==> config.mk <==
export PLATFORM = sky130hd
export DESIGN_NAME = ama_riscv_pipe_ctrl
export DESIGN_NICKNAME = d
export VERILOG_FILES = /design/src/rtl/ama_riscv_pkg.sv /design/src/rtl/ama_riscv_fwd_match.sv /design/src/rtl/ama_riscv_pipe_ctrl.sv
export SDC_FILE = /design/constraint.sdc
export NUM_CORES = 1
export LEC_CHECK = 0
export ABC_CLOCK_PERIOD_IN_PS = 3720
export CAP_MARGIN = 5
export CELL_PAD_IN_SITES_DETAIL_PLACEMENT = 0
export CELL_PAD_IN_SITES_GLOBAL_PLACEMENT = 2
export CORE_MARGIN = 2
export CORE_UTILIZATION = 24
export DETAILED_ROUTE_END_ITERATION = 10
export PLACE_DENSITY_LB_ADDON = 0.1
export SYNTH_ARGS = -nofsm -noshare
export SYNTH_HDL_FRONTEND = slang
export SYNTH_SLANG_ARGS = --single-unit
==> constraint.sdc <==
create_clock -name clk -period 3.72 [get_ports clk]
set_clock_uncertainty 0.05 [all_clocks]
set_input_delay 0.372 -clock clk [delete_from_list [all_inputs] [get_ports clk]]
set_output_delay 0.372 -clock clk [all_outputs]
set_load 0.005 [all_outputs]
==> src/rtl/ama_riscv_pkg.sv <==
// Shared types and helpers for the pipeline controller: FSM state encoding
// and the forwarding-select width calculation.
package ama_riscv_pkg;

  typedef enum logic [1:0] {
    ST_RUN       = 2'd0,
    ST_MEM_WAIT  = 2'd1,
    ST_LD_BUBBLE = 2'd2
  } pipe_state_e;

  localparam int WAIT_CNT_W = 8;

  // Select value 0 means register file, 1..num_fwd picks a writeback stage.
  function automatic int fwd_w(input int num_fwd);
    return $clog2(num_fwd + 1);
  endfunction

endpackage

==> src/rtl/ama_riscv_fwd_match.sv <==
// Per-operand forwarding select: the youngest writing stage whose destination
// matches the source register wins; x0 is never forwarded.
module ama_riscv_fwd_match
  import ama_riscv_pkg::*;
#(
  parameter  int NUM_FWD = 2,
  localparam int FWD_W   = fwd_w(NUM_FWD)
) (
  input  logic [4:0]              rs,
  input  logic                    rs_used,
  input  logic [NUM_FWD-1:0][4:0] rd_vec,
  input  logic [NUM_FWD-1:0]      reg_we_vec,
  output logic [FWD_W-1:0]        sel
);

  // Walk oldest to youngest so the youngest match overwrites older ones.
  always_comb begin
    sel = '0;
    if (rs_used) begin
      for (int k = NUM_FWD - 1; k >= 0; k--) begin
        if (reg_we_vec[k] && (rd_vec[k] == rs) && (rd_vec[k] != 5'd0)) begin
          sel = FWD_W'(k + 1);
        end
      end
    end
  end

endmodule

==> src/rtl/ama_riscv_pipe_ctrl.sv <==
// Pipeline hazard controller: memory-wait stall with timeout, mispredict
// flush, load-use bubble, and operand forwarding selects.
module ama_riscv_pipe_ctrl
  import ama_riscv_pkg::*;
#(
  parameter  int NUM_FWD      = 2,
  parameter  int DMEM_TIMEOUT = 15,
  localparam int FWD_W        = fwd_w(NUM_FWD)
) (
  input  logic                    clk,
  input  logic                    rst,
  input  logic [4:0]              rs1_id,
  input  logic [4:0]              rs2_id,
  input  logic                    rs1_used_id,
  input  logic                    rs2_used_id,
  input  logic [NUM_FWD-1:0][4:0] rd_vec,
  input  logic [NUM_FWD-1:0]      reg_we_vec,
  input  logic                    load_inst_ex,
  input  logic                    mispredict_ex,
  input  logic                    dmem_req,
  input  logic                    dmem_ack,
  output logic                    stall_if,
  output logic                    stall_id,
  output logic                    stall_ex,
  output logic                    stall_mem,
  output logic                    clear_id,
  output logic                    clear_ex,
  output logic                    pc_we,
  output logic [FWD_W-1:0]        fwd_a_sel,
  output logic [FWD_W-1:0]        fwd_b_sel,
  output logic                    timeout_err
);

  localparam logic [WAIT_CNT_W-1:0] TIMEOUT_CNT = WAIT_CNT_W'(DMEM_TIMEOUT);

  pipe_state_e           state, state_nxt;
  logic [WAIT_CNT_W-1:0] wait_cnt, wait_cnt_nxt;
  logic                  set_timeout;
  logic                  load_use;

  ama_riscv_fwd_match #(.NUM_FWD(NUM_FWD)) u_fwd_a (
    .rs         (rs1_id),
    .rs_used    (rs1_used_id),
    .rd_vec     (rd_vec),
    .reg_we_vec (reg_we_vec),
    .sel        (fwd_a_sel)
  );

  ama_riscv_fwd_match #(.NUM_FWD(NUM_FWD)) u_fwd_b (
    .rs         (rs2_id),
    .rs_used    (rs2_used_id),
    .rd_vec     (rd_vec),
    .reg_we_vec (reg_we_vec),
    .sel        (fwd_b_sel)
  );

  assign load_use = load_inst_ex && reg_we_vec[0] && (rd_vec[0] != 5'd0) &&
                    ((rs1_used_id && (rs1_id == rd_vec[0])) ||
                     (rs2_used_id && (rs2_id == rd_vec[0])));

  always_comb begin
    // NOTE: every output gets a default first so no path leaves a latch.
    state_nxt    = state;
    wait_cnt_nxt = wait_cnt;
    set_timeout  = 1'b0;
    stall_if     = 1'b0;
    stall_id     = 1'b0;
    stall_ex     = 1'b0;
    stall_mem    = 1'b0;
    clear_id     = 1'b0;
    clear_ex     = 1'b0;
    pc_we        = 1'b1;

    case (state)
      ST_RUN, ST_LD_BUBBLE: begin
        if (dmem_req && !dmem_ack) begin
          {stall_if, stall_id, stall_ex, stall_mem} = 4'b1111;
          pc_we        = 1'b0;
          state_nxt    = ST_MEM_WAIT;
          wait_cnt_nxt = WAIT_CNT_W'(1);
        end else if (mispredict_ex) begin
          clear_id  = 1'b1;
          clear_ex  = 1'b1;
          state_nxt = ST_RUN;
        end else if (load_use && (state == ST_RUN)) begin
          stall_if  = 1'b1;
          stall_id  = 1'b1;
          clear_ex  = 1'b1;
          pc_we     = 1'b0;
          state_nxt = ST_LD_BUBBLE;
        end else begin
          state_nxt = ST_RUN;
        end
      end

      // EX is frozen here, so a mispredict is simply re-presented on release.
      ST_MEM_WAIT: begin
        if (dmem_ack) begin
          state_nxt    = ST_RUN;
          wait_cnt_nxt = '0;
        end else if (wait_cnt >= TIMEOUT_CNT) begin
          set_timeout  = 1'b1;
          state_nxt    = ST_RUN;
          wait_cnt_nxt = '0;
        end else begin
          {stall_if, stall_id, stall_ex, stall_mem} = 4'b1111;
          pc_we        = 1'b0;
          wait_cnt_nxt = wait_cnt + WAIT_CNT_W'(1);
        end
      end

      default: begin
        state_nxt    = ST_RUN;
        wait_cnt_nxt = '0;
      end
    endcase

    // Reset forces the control outputs quiet without waiting for a clock.
    if (!rst) begin
      {stall_if, stall_id, stall_ex, stall_mem} = 4'b0000;
      clear_id = 1'b0;
      clear_ex = 1'b0;
      pc_we    = 1'b0;
    end
  end

  always_ff @(posedge clk or negedge rst) begin
    if (!rst) begin
      state       <= ST_RUN;
      wait_cnt    <= '0;
      timeout_err <= 1'b0;
    end else begin
      // NOTE: sequential state uses non-blocking assignments only.
      state       <= state_nxt;
      wait_cnt    <= wait_cnt_nxt;
      timeout_err <= timeout_err | set_timeout;
    end
  end

endmodule
* Word level (Yosys, flattened, before mapping)
Index checks and enable logic that the tools add are counted.
** Cells by class
- Add/sub/neg operators :: 1
- $mul :: 0
- Divide/modulo/power cells :: 0
- $lt $le $gt $ge :: 1
- Eq/ne operators :: 10
- Shift-type cells :: 0
- Mux-type cells :: 43
- Bitwise operators :: 1
- Reductions and logical operators :: 21
** Operators with widths (count)
- equality test 5 bit :: 6
- two-way mux 1 bit :: 24
- two-way mux 8 bit :: 3
- two-way mux 2 bit :: 11
- one-hot mux 8 bit (2 select lines) :: 1
- logical AND 1 bit :: 15
- nonzero test 5 bit :: 2
- adder 8 x 1 -> 8 bit (second input constant) :: 1
- greater-or-equal comparator 8 x 4 -> 1 bit (second input constant) :: 1
- one-hot mux 1 bit (2 select lines) :: 3
- one-hot mux 2 bit (2 select lines) :: 1
- inequality test 3 bit (second input constant) :: 1
- equality test 2 x 1 -> 1 bit (second input constant) :: 1
- equality test 2 bit (second input constant) :: 1
- logical NOT 2 bit :: 1
- inequality test 2 bit (second input constant) :: 1
- OR reduction 2 bit :: 1
- logical NOT 1 bit :: 1
- logical OR 1 bit :: 1
- OR 1 bit :: 1
** Storage, ports and cells
- Register bits :: 11
- Latch bits :: 0
- Memory bits (writable) :: 0
- Bits in read-only memories :: 0
- Input port bits :: 30
- Output and inout port bits :: 12
- Logic and storage cells :: 80
- Memories kept :: 0

* Longest topological paths before layout
Gate-level depths: netlist of run 1.
- Word-level depth :: 10
- Gate-level depth with buffers :: 7
- Gate-level depth less buffers :: 6

* Hierarchy
From an unflattened synthesis of run 1, not the netlist that was laid out.
** Second synthesis, totals
- Cells, all modules :: 117
- Area, all modules :: 1049.8 um^2
** Modules (own cells, without submodules)
- ama_riscv_pipe_ctrl :: times used 1, cells an instance 75, area an instance 734.5 um^2, sequential area each 275.3 um^2
- ama_riscv_fwd_match :: times used 2, cells an instance 21, area an instance 157.7 um^2, sequential area each 0.0 um^2

* Least setup slack after synthesis of run 1
OpenSTA, ideal clock, no wires.
- Kind :: register to output
- From :: reg state[0]
- To :: out stall_if
- Arrival time :: 1.461 ns
- Data required time :: 3.298 ns
- Setup slack :: 1.837 ns
- Stages on the path, launching flop included :: 6
- Path buffers :: 1
- Cell sequence :: dfrtp_1 and4bb_2 o21ai_2 or3b_1 o2bb2ai_1 buf_4
** Between the ends
- Longest elaborated chain between the ends :: 7
- Elaborated cells on any way between the ends :: 10
- Classes of those cells :: eq/ne: 2; mux: 5; reduce/logical: 3
** Ends and longest elaborated chain
- start, declared :: line ama_riscv_pipe_ctrl.sv:36 : pipe_state_e state, state_nxt;
- start signal, assigned :: line ama_riscv_pipe_ctrl.sv:134 : state <= state_nxt;
- logical NOT 2 bit
- logical AND 1 bit :: line ama_riscv_pipe_ctrl.sv:85 : end else if (load_use && (state == ST_RUN)) begin
- two-way mux 1 bit (3 in series)
- one-hot mux 1 bit (2 select lines) *
- two-way mux 1 bit *
- end, declared :: line ama_riscv_pipe_ctrl.sv:22 : output logic stall_if,
Mark *: on every way between the ends. The rest lies on a longest branch, timed or not.

* Final worst setup path of run 1
- From :: in rd_vec[3] (netlist bit)
- To :: out fwd_a_sel[1]
** Between the ends
- Longest elaborated chain between the ends :: 5
- Elaborated cells on any way between the ends :: 6
- Classes of those cells :: eq/ne: 1; mux: 2; reduce/logical: 3
** Ends and longest elaborated chain
- start, declared :: line ama_riscv_pipe_ctrl.sv:16 : input logic [NUM_FWD-1:0][4:0] rd_vec,
- equality test 5 bit :: line ama_riscv_fwd_match.sv:21 : if (reg_we_vec[k] && (rd_vec[k] == rs) && (rd_vec[k] != 5'd0)) begin
- logical AND 1 bit :: line ama_riscv_fwd_match.sv:21
- logical AND 1 bit * :: line ama_riscv_fwd_match.sv:21
- two-way mux 2 bit * :: line ama_riscv_fwd_match.sv:21
- two-way mux 2 bit * :: line ama_riscv_fwd_match.sv:19 : if (rs_used) begin
- end, declared :: line ama_riscv_pipe_ctrl.sv:29 : output logic [FWD_W-1:0] fwd_a_sel,
Marked as above.

==> results of run 1 <==
cell usage in the layout (no fill, tap or decap), drive strengths merged, types with 3 or more instances in the layout:
cell	n
xor2	8
nand2	5
xnor2	12
nor4	4
and2	5
o21ai	7
nand3	9
a21o	5
a21oi	3
clkdlybuf4s50	41
dfrtp	11
inv	4
nor3b	3
clkbuf	3
nor3	4
critical path, stage by stage:
cell and delay, ns:
clkdlybuf4s50_1 0.48, or4_4 0.59, o21ai_2 0.16, nor3_1 0.08, nor3_1 0.20, clkdlybuf4s50_1 0.53
final cells by class:
class,instances,area [um^2]
Inverter,4,15.0
Clock inverter,1,5.00
Tap cell,48,60.1
Multi-Input combinational cell,81,582
Clock buffer,3,41.3
Timing Repair Buffer,42,418
Sequential cell,11,275
Fill cell,378,2210
metrics by stage:
stage	util, %	instance area (um^2)	power (mW)	hold WS (ns)
6_report	38.7	1400	0.358	0.400
5_1_grt	38.7	1400	0.386	0.420
4_1_cts	38.7	1400	0.365	0.405
3_5_place_dp	37.4	1350	0.243	0.394
3_3_place_gp	37.4	1350	0.243	0.392
2_1_floorplan	-	887	0.180	0.0264
flip-flops by register name, indices dropped and copies added (netlist names):
signal,flops
wait_cnt,8
state,2
timeout_err,1
where the power goes:
part / internal, mW / leakage, nW / switching (mW) / total [mW]
combinational: 0.0623 / 0.401 / 0.0468 / 0.109
sequential: 0.125 / 0.149 / 0.00511 / 0.130
clock: 0.0735 / 0.0255 / 0.0452 / 0.119
worst paths after layout:
kind | to | slack, ns | cells past startpoint
worst min register to register | timeout_err | 0.40 | 1
worst max register to register | wait_cnt[2] | 2.18 | 5
worst min-delay path | timeout_err | 0.40 | 2
max in group asynchronous | wait_cnt[4] | 3.04 | 2
worst max-delay path | fwd_a_sel[1] | 0.89 | 6
min in group clk | timeout_err | 0.40 | 1
cells by family after synthesis:
| family | synth area share [%] |
|---|---|
| XOR/XNOR | 19.7 |
| AO/OA/AOI/OAI | 17.5 |
| AND/OR/NAND/NOR | 26.9 |
| adder cells (fa/ha/maj) | 1.41 |
| flip-flops | 31.0 |
| buffers and inverters | 3.38 |
metal layers:
metal	vias to the layer above	GRT usage, %	routed length, um
met5	-	0	0
met3	0	2.95	153
met2	31	22.0	1140
met1	396	15.2	1120
li1	444	-	-
met4	0	1.60	0
==> run metrics, run 1 <==
status=finished clean; cell taking the most area after synthesis=dfrtp_1; hold buffers post-CTS=0; fin nets=about 170; Final TNS setup=0 ns; Place WS=slightly below 0.9 ns; final WL=about 2.4 mm; CTS Buffer Depth=2; Fmax=about 350 MHz; Area contributors post-synth=dfrtp_1 (31%), xnor2_1 (12%), xor2_1 (7.9%); pin count of the biggest net entering global routing=18; Setup Fix Bufs, Post-CTS=0; setup repair after global routing missed its margin=false; Worst-Margin Slew=between 0.4 and 0.5 ns; Inserted Diodes=0; routability congestion estimate=between 0.7 and 0.8; ratio of routed vias to standard cells=4.58; vias in the first global route=919; antenna-violating nets left=0; TritonCTS clock tree=built; Fin. Hold Viols=0; via count=between 800 and 900; first-pass GRT wire length=approximately 4.1 mm; share of layout cells above drive strength 1=~8.5%; final setup fails=0; CTS Root Cell=clkbuf_8; slack of the critical path=between 0.8 and 0.9 ns; post-synth net total=roughly 130; Worst Setup Start Kind=input port; crit path kind=input port to output pin; most common cell in the netlist=xnor2_1; Critical Path RT=approximately 3.3 ns; asr flop ratio synth=100%; gr usage total=approximately an eighth; CP Launch Point=rd_vec[3]; core footprint=between 3000 and 4000 um^2; number of synthesized flops with an enable pin=0; Relative slew margins=72.9%; antenna violations before repair=0; IO Pins=42; initial core utilization=approximately 25%; clock sinks=11; DR pass1 iterations=4; Routed WL per cell=roughly 13 um; hpwl dp=2.09 mm; Non-Filler Instances=between 150 and 200; CP max FO=3; final number of max-transition violations=0; post-cts sizing count=0; Die ar.=about 4200 um^2; aggregate global routing overflow=0; Avg Synthesized Cell Area=9.05 um^2; synth-to-layout area growth=57.4%; crit end category=output pin; Leak=0.576 nW; final period utilization=between 70% and 80%; Worst Hold Class=input port to asynchronous set/reset pin; H-tree depth=1; die height=between 60 and 70 um; Clock transition at path regs=0.06 ns; Seq cells post-synth=11; Site Rows=22; Die X=roughly 65 um; share of the synthesized area in the top cell type=between 30% and 40%; reg-to-reg startpoint=wait_cnt[0]; Ys Warns=0; Pwr Density=approximately 260 nW/um^2; min Tclk post-route=between 2 and 3 ns; Worst VDD drop=0.108 mV; Clock Latency Late Sink=0.24 ns; Cells after DPL=between 150 and 200; Max-cap violations=0; most frequent cells after synthesis=xnor2_1 (12), dfrtp_1 (11), nand3_1 (9); Port Buf Inserts=41; Cell variety after synth=31; sequential-to-total area share from yosys stat=a little under a third; number of CTS-inserted buffers=3; synthesized area=887 um^2; Mapped Cells=98; Starting DRT DRC Count=26; Post-synth top flop=dfrtp_1; residual DRC count=0; CP arrival=about 2.4 ns
No activity file was read; power rests on OpenSTA's default activity.
==> run 2: changes to the inputs <==
--- a/config.mk
+++ b/config.mk
@@ -5,12 +5,12 @@
 export SDC_FILE = /design/constraint.sdc
 export NUM_CORES = 1
 export LEC_CHECK = 0
-export ABC_CLOCK_PERIOD_IN_PS = 3720
+export ABC_CLOCK_PERIOD_IN_PS = 2650
 export CAP_MARGIN = 5
 export CELL_PAD_IN_SITES_DETAIL_PLACEMENT = 0
 export CELL_PAD_IN_SITES_GLOBAL_PLACEMENT = 2
 export CORE_MARGIN = 2
-export CORE_UTILIZATION = 24
+export CORE_UTILIZATION = 22
 export DETAILED_ROUTE_END_ITERATION = 10
 export PLACE_DENSITY_LB_ADDON = 0.1
 export SYNTH_ARGS = -nofsm -noshare
==> constraint.sdc (replaced) <==
create_clock -name clk -period 2.65 [get_ports clk]
set_clock_uncertainty 0.05 [all_clocks]
set_input_delay 0.265 -clock clk [delete_from_list [all_inputs] [get_ports clk]]
set_output_delay 0.265 -clock clk [all_outputs]
set_load 0.005 [all_outputs]
==> run metrics, run 2 (synthesis gave the netlist of run 1 again) <==
status=finished clean (unchanged); Clock transition at path regs=0.05 ns (was 0.06 ns); crit end category=output pin (unchanged); Fin. Hold Viols=0 (unchanged); Die X=67.5 um (was 64.8 um); Critical Path RT=2.34 ns (was 3.30 ns); CP Launch Point=rd_vec[1] (was rd_vec[3]); Place WS=0.0500 ns (was 0.877 ns); worst r2r path cells=5 (unchanged); max reg flops=8 (unchanged); CTS Root Cell=clkbuf_8 (unchanged); crit path kind=input port to output pin (unchanged); crit path to=clear_ex (was fwd_a_sel[1]); number of CTS-inserted buffers=3 (unchanged); die height=67.5 um (was 64.8 um); slack of the critical path=0.148 ns (was 0.895 ns); Die ar.=4560 um^2 (was 4200 um^2); Leak=0.643 nW (was 0.576 nW); CP max FO=4 (was 3); Pwr Density=354 nW/um^2 (was 256 nW/um^2); Largest regs=wait_cnt x8, state x2, timeout_err x1 (unchanged); TritonCTS clock tree=built (unchanged); CP arrival=2.19 ns (was 2.40 ns); clock sinks=11 (unchanged); slowest cell on the critical path=clkdlybuf4s50_1 (was or4_4); Relative slew margins=79.4% (was 72.9%); Inserted Diodes=0 (unchanged); Worst Setup Start Kind=input port (unchanged); Fmax=400 MHz; Tot Pwr=0.510 mW (was 0.358 mW); Port Buf Inserts=41 (unchanged); commonest non-fill, non-tap cell in the layout=clkdlybuf4s50_1 (unchanged); Clock Latency Late Sink=0.24 ns (about the same); CTS Buffer Depth=2 (unchanged); ratio of routed vias to standard cells=4.65 (was 4.58); Routed WL per cell=13.1 um (was 12.7 um); Worst VDD drop=0.156 mV (was 0.108 mV); most frequent cells in the layout=clkdlybuf4s50_1 (38), dfrtp_1 (11), xnor2_1 (10) (was clkdlybuf4s50_1 (41), xnor2_1 (12), dfrtp_1 (11)); final number of max-transition violations=0 (unchanged); Final TNS setup=0 ns (unchanged); gr usage total=12.6% (was 12.3%); min Tclk post-route=approximately 2.5 ns; first-pass GRT wire length=4.29 mm (was 4.09 mm); antenna violations before repair=0 (unchanged); Worst-Margin Slew=0.307 ns (was 0.406 ns); Max-cap violations=0 (unchanged); Setup Fix Bufs, Post-CTS=0 (unchanged); setup repair after global routing missed its margin=false (unchanged); fin nets=175 (was 174); IO Pins=42 (unchanged); vias in the first global route=946 (was 919); antenna-violating nets left=0 (unchanged); Starting DRT DRC Count=42 (was 26); initial core utilization=22.5% (was 24.6%); via count=898 (was 871); Worst path top cell family by delay=buffers and inverters (unchanged); Levels on crit path=6 (unchanged); crit path cell chain=clkdlybuf4s50_1 -> xnor2_1 -> nand3_1 -> o22a_1 -> o31ai_1 -> clkdlybuf4s50_1 (was clkdlybuf4s50_1 -> or4_4 -> o21ai_2 -> nor3_1 -> nor3_1 -> clkdlybuf4s50_1); pin count of the biggest net entering global routing=17 (was 18); Worst Hold Class=input port to asynchronous set/reset pin (unchanged); dpl cell area=1360 um^2 (was 1350 um^2); final instance area=1440 um^2 (was 1400 um^2); CP max stage delay=0.54 ns (was 0.59 ns); aggregate global routing overflow=0 (unchanged); Most flops, register=wait_cnt (unchanged); synth-to-layout area growth=62.6% (was 57.4%); RR Endpoint=wait_cnt[3] (was wait_cnt[2]); residual DRC count=0 (unchanged); final setup fails=0 (unchanged); hpwl dp=2.17 mm (was 2.09 mm); reg-to-reg startpoint=wait_cnt[0] (unchanged); final WL=2.53 mm (was 2.41 mm); H-tree depth=1 (unchanged); Crit path top cell by count=clkdlybuf4s50_1; final period utilization=between 90% and 100%; share of layout cells above drive strength 1=10.5% (was 8.45%); Bufs and invs on worst path=2 (unchanged); routability congestion estimate=0.764 (was 0.759); DR pass1 iterations=4 (unchanged); Site Rows=23 (was 22); flop2flop setup slack=1.13 ns (was 2.18 ns); core footprint=3940 um^2 (was 3610 um^2); # fillers=399 (was 378)
-- run 2: cell count changes in the layout (fill, tap and decap cells not counted), sizes merged --
cell           delta
clkbuf            +1
clkinv            -1
dlymetal6s2s      +3
clkdlybuf4s50     -3
buf               +1
-- run 2: area by class of cell --
class	instances	area (um^2)	area share (%)
multi-input combinational	81	612	42.4
timing repair buffer	43	433	30.0
sequential	11	275	19.1
tap	50	62.6	4.34
clock buffer	4	45.0	3.12
inverter	4	15.0	1.04
-- run 2: how the worst min path moves through the flow --
stage / to / slack, ns / startpoint
floorplan: state[0] / -0.08 / rst
global placement: timeout_err / 0.39 / timeout_err
detailed placement: timeout_err / 0.40 / timeout_err
CTS: timeout_err / 0.36 / rst
global route: wait_cnt[6] / 0.38 / rst
finish: wait_cnt[6] / 0.35 / rst
-- run 2: timing repair --
| action | in CTS | in global routing |
|---|---|---|
| gates resized for setup | 0 | 7 |
| hold buffers | 0 | 0 |
| setup endpoints to repair | 0 | 4 |
-- run 2: layer usage --
layer,vias up,part of all wire (%),track usage [%]
met5,-,0,0
met4,0,0.67,3.32
met3,2,6.9,4.33
met2,32,47,20.1
met1,413,46,16.2
li1,451,-,-
-- run 2: where the power goes --
part	switching [mW]	total, mW	internal (mW)
registers	0.00748	0.183	0.176
clock network	0.0625	0.168	0.106
logic	0.0681	0.159	0.0912
-- run 2: metrics by stage --
stage / hold WS, ns / cells / util, %
global route: 0.379 / 193 / 36.6
floorplan: -0.0806 / 98 / -
CTS: 0.358 / 193 / 35.6
global placement: 0.390 / 189 / 34.5
detailed placement: 0.399 / 189 / 34.5
finish: 0.352 / 193 / 36.6
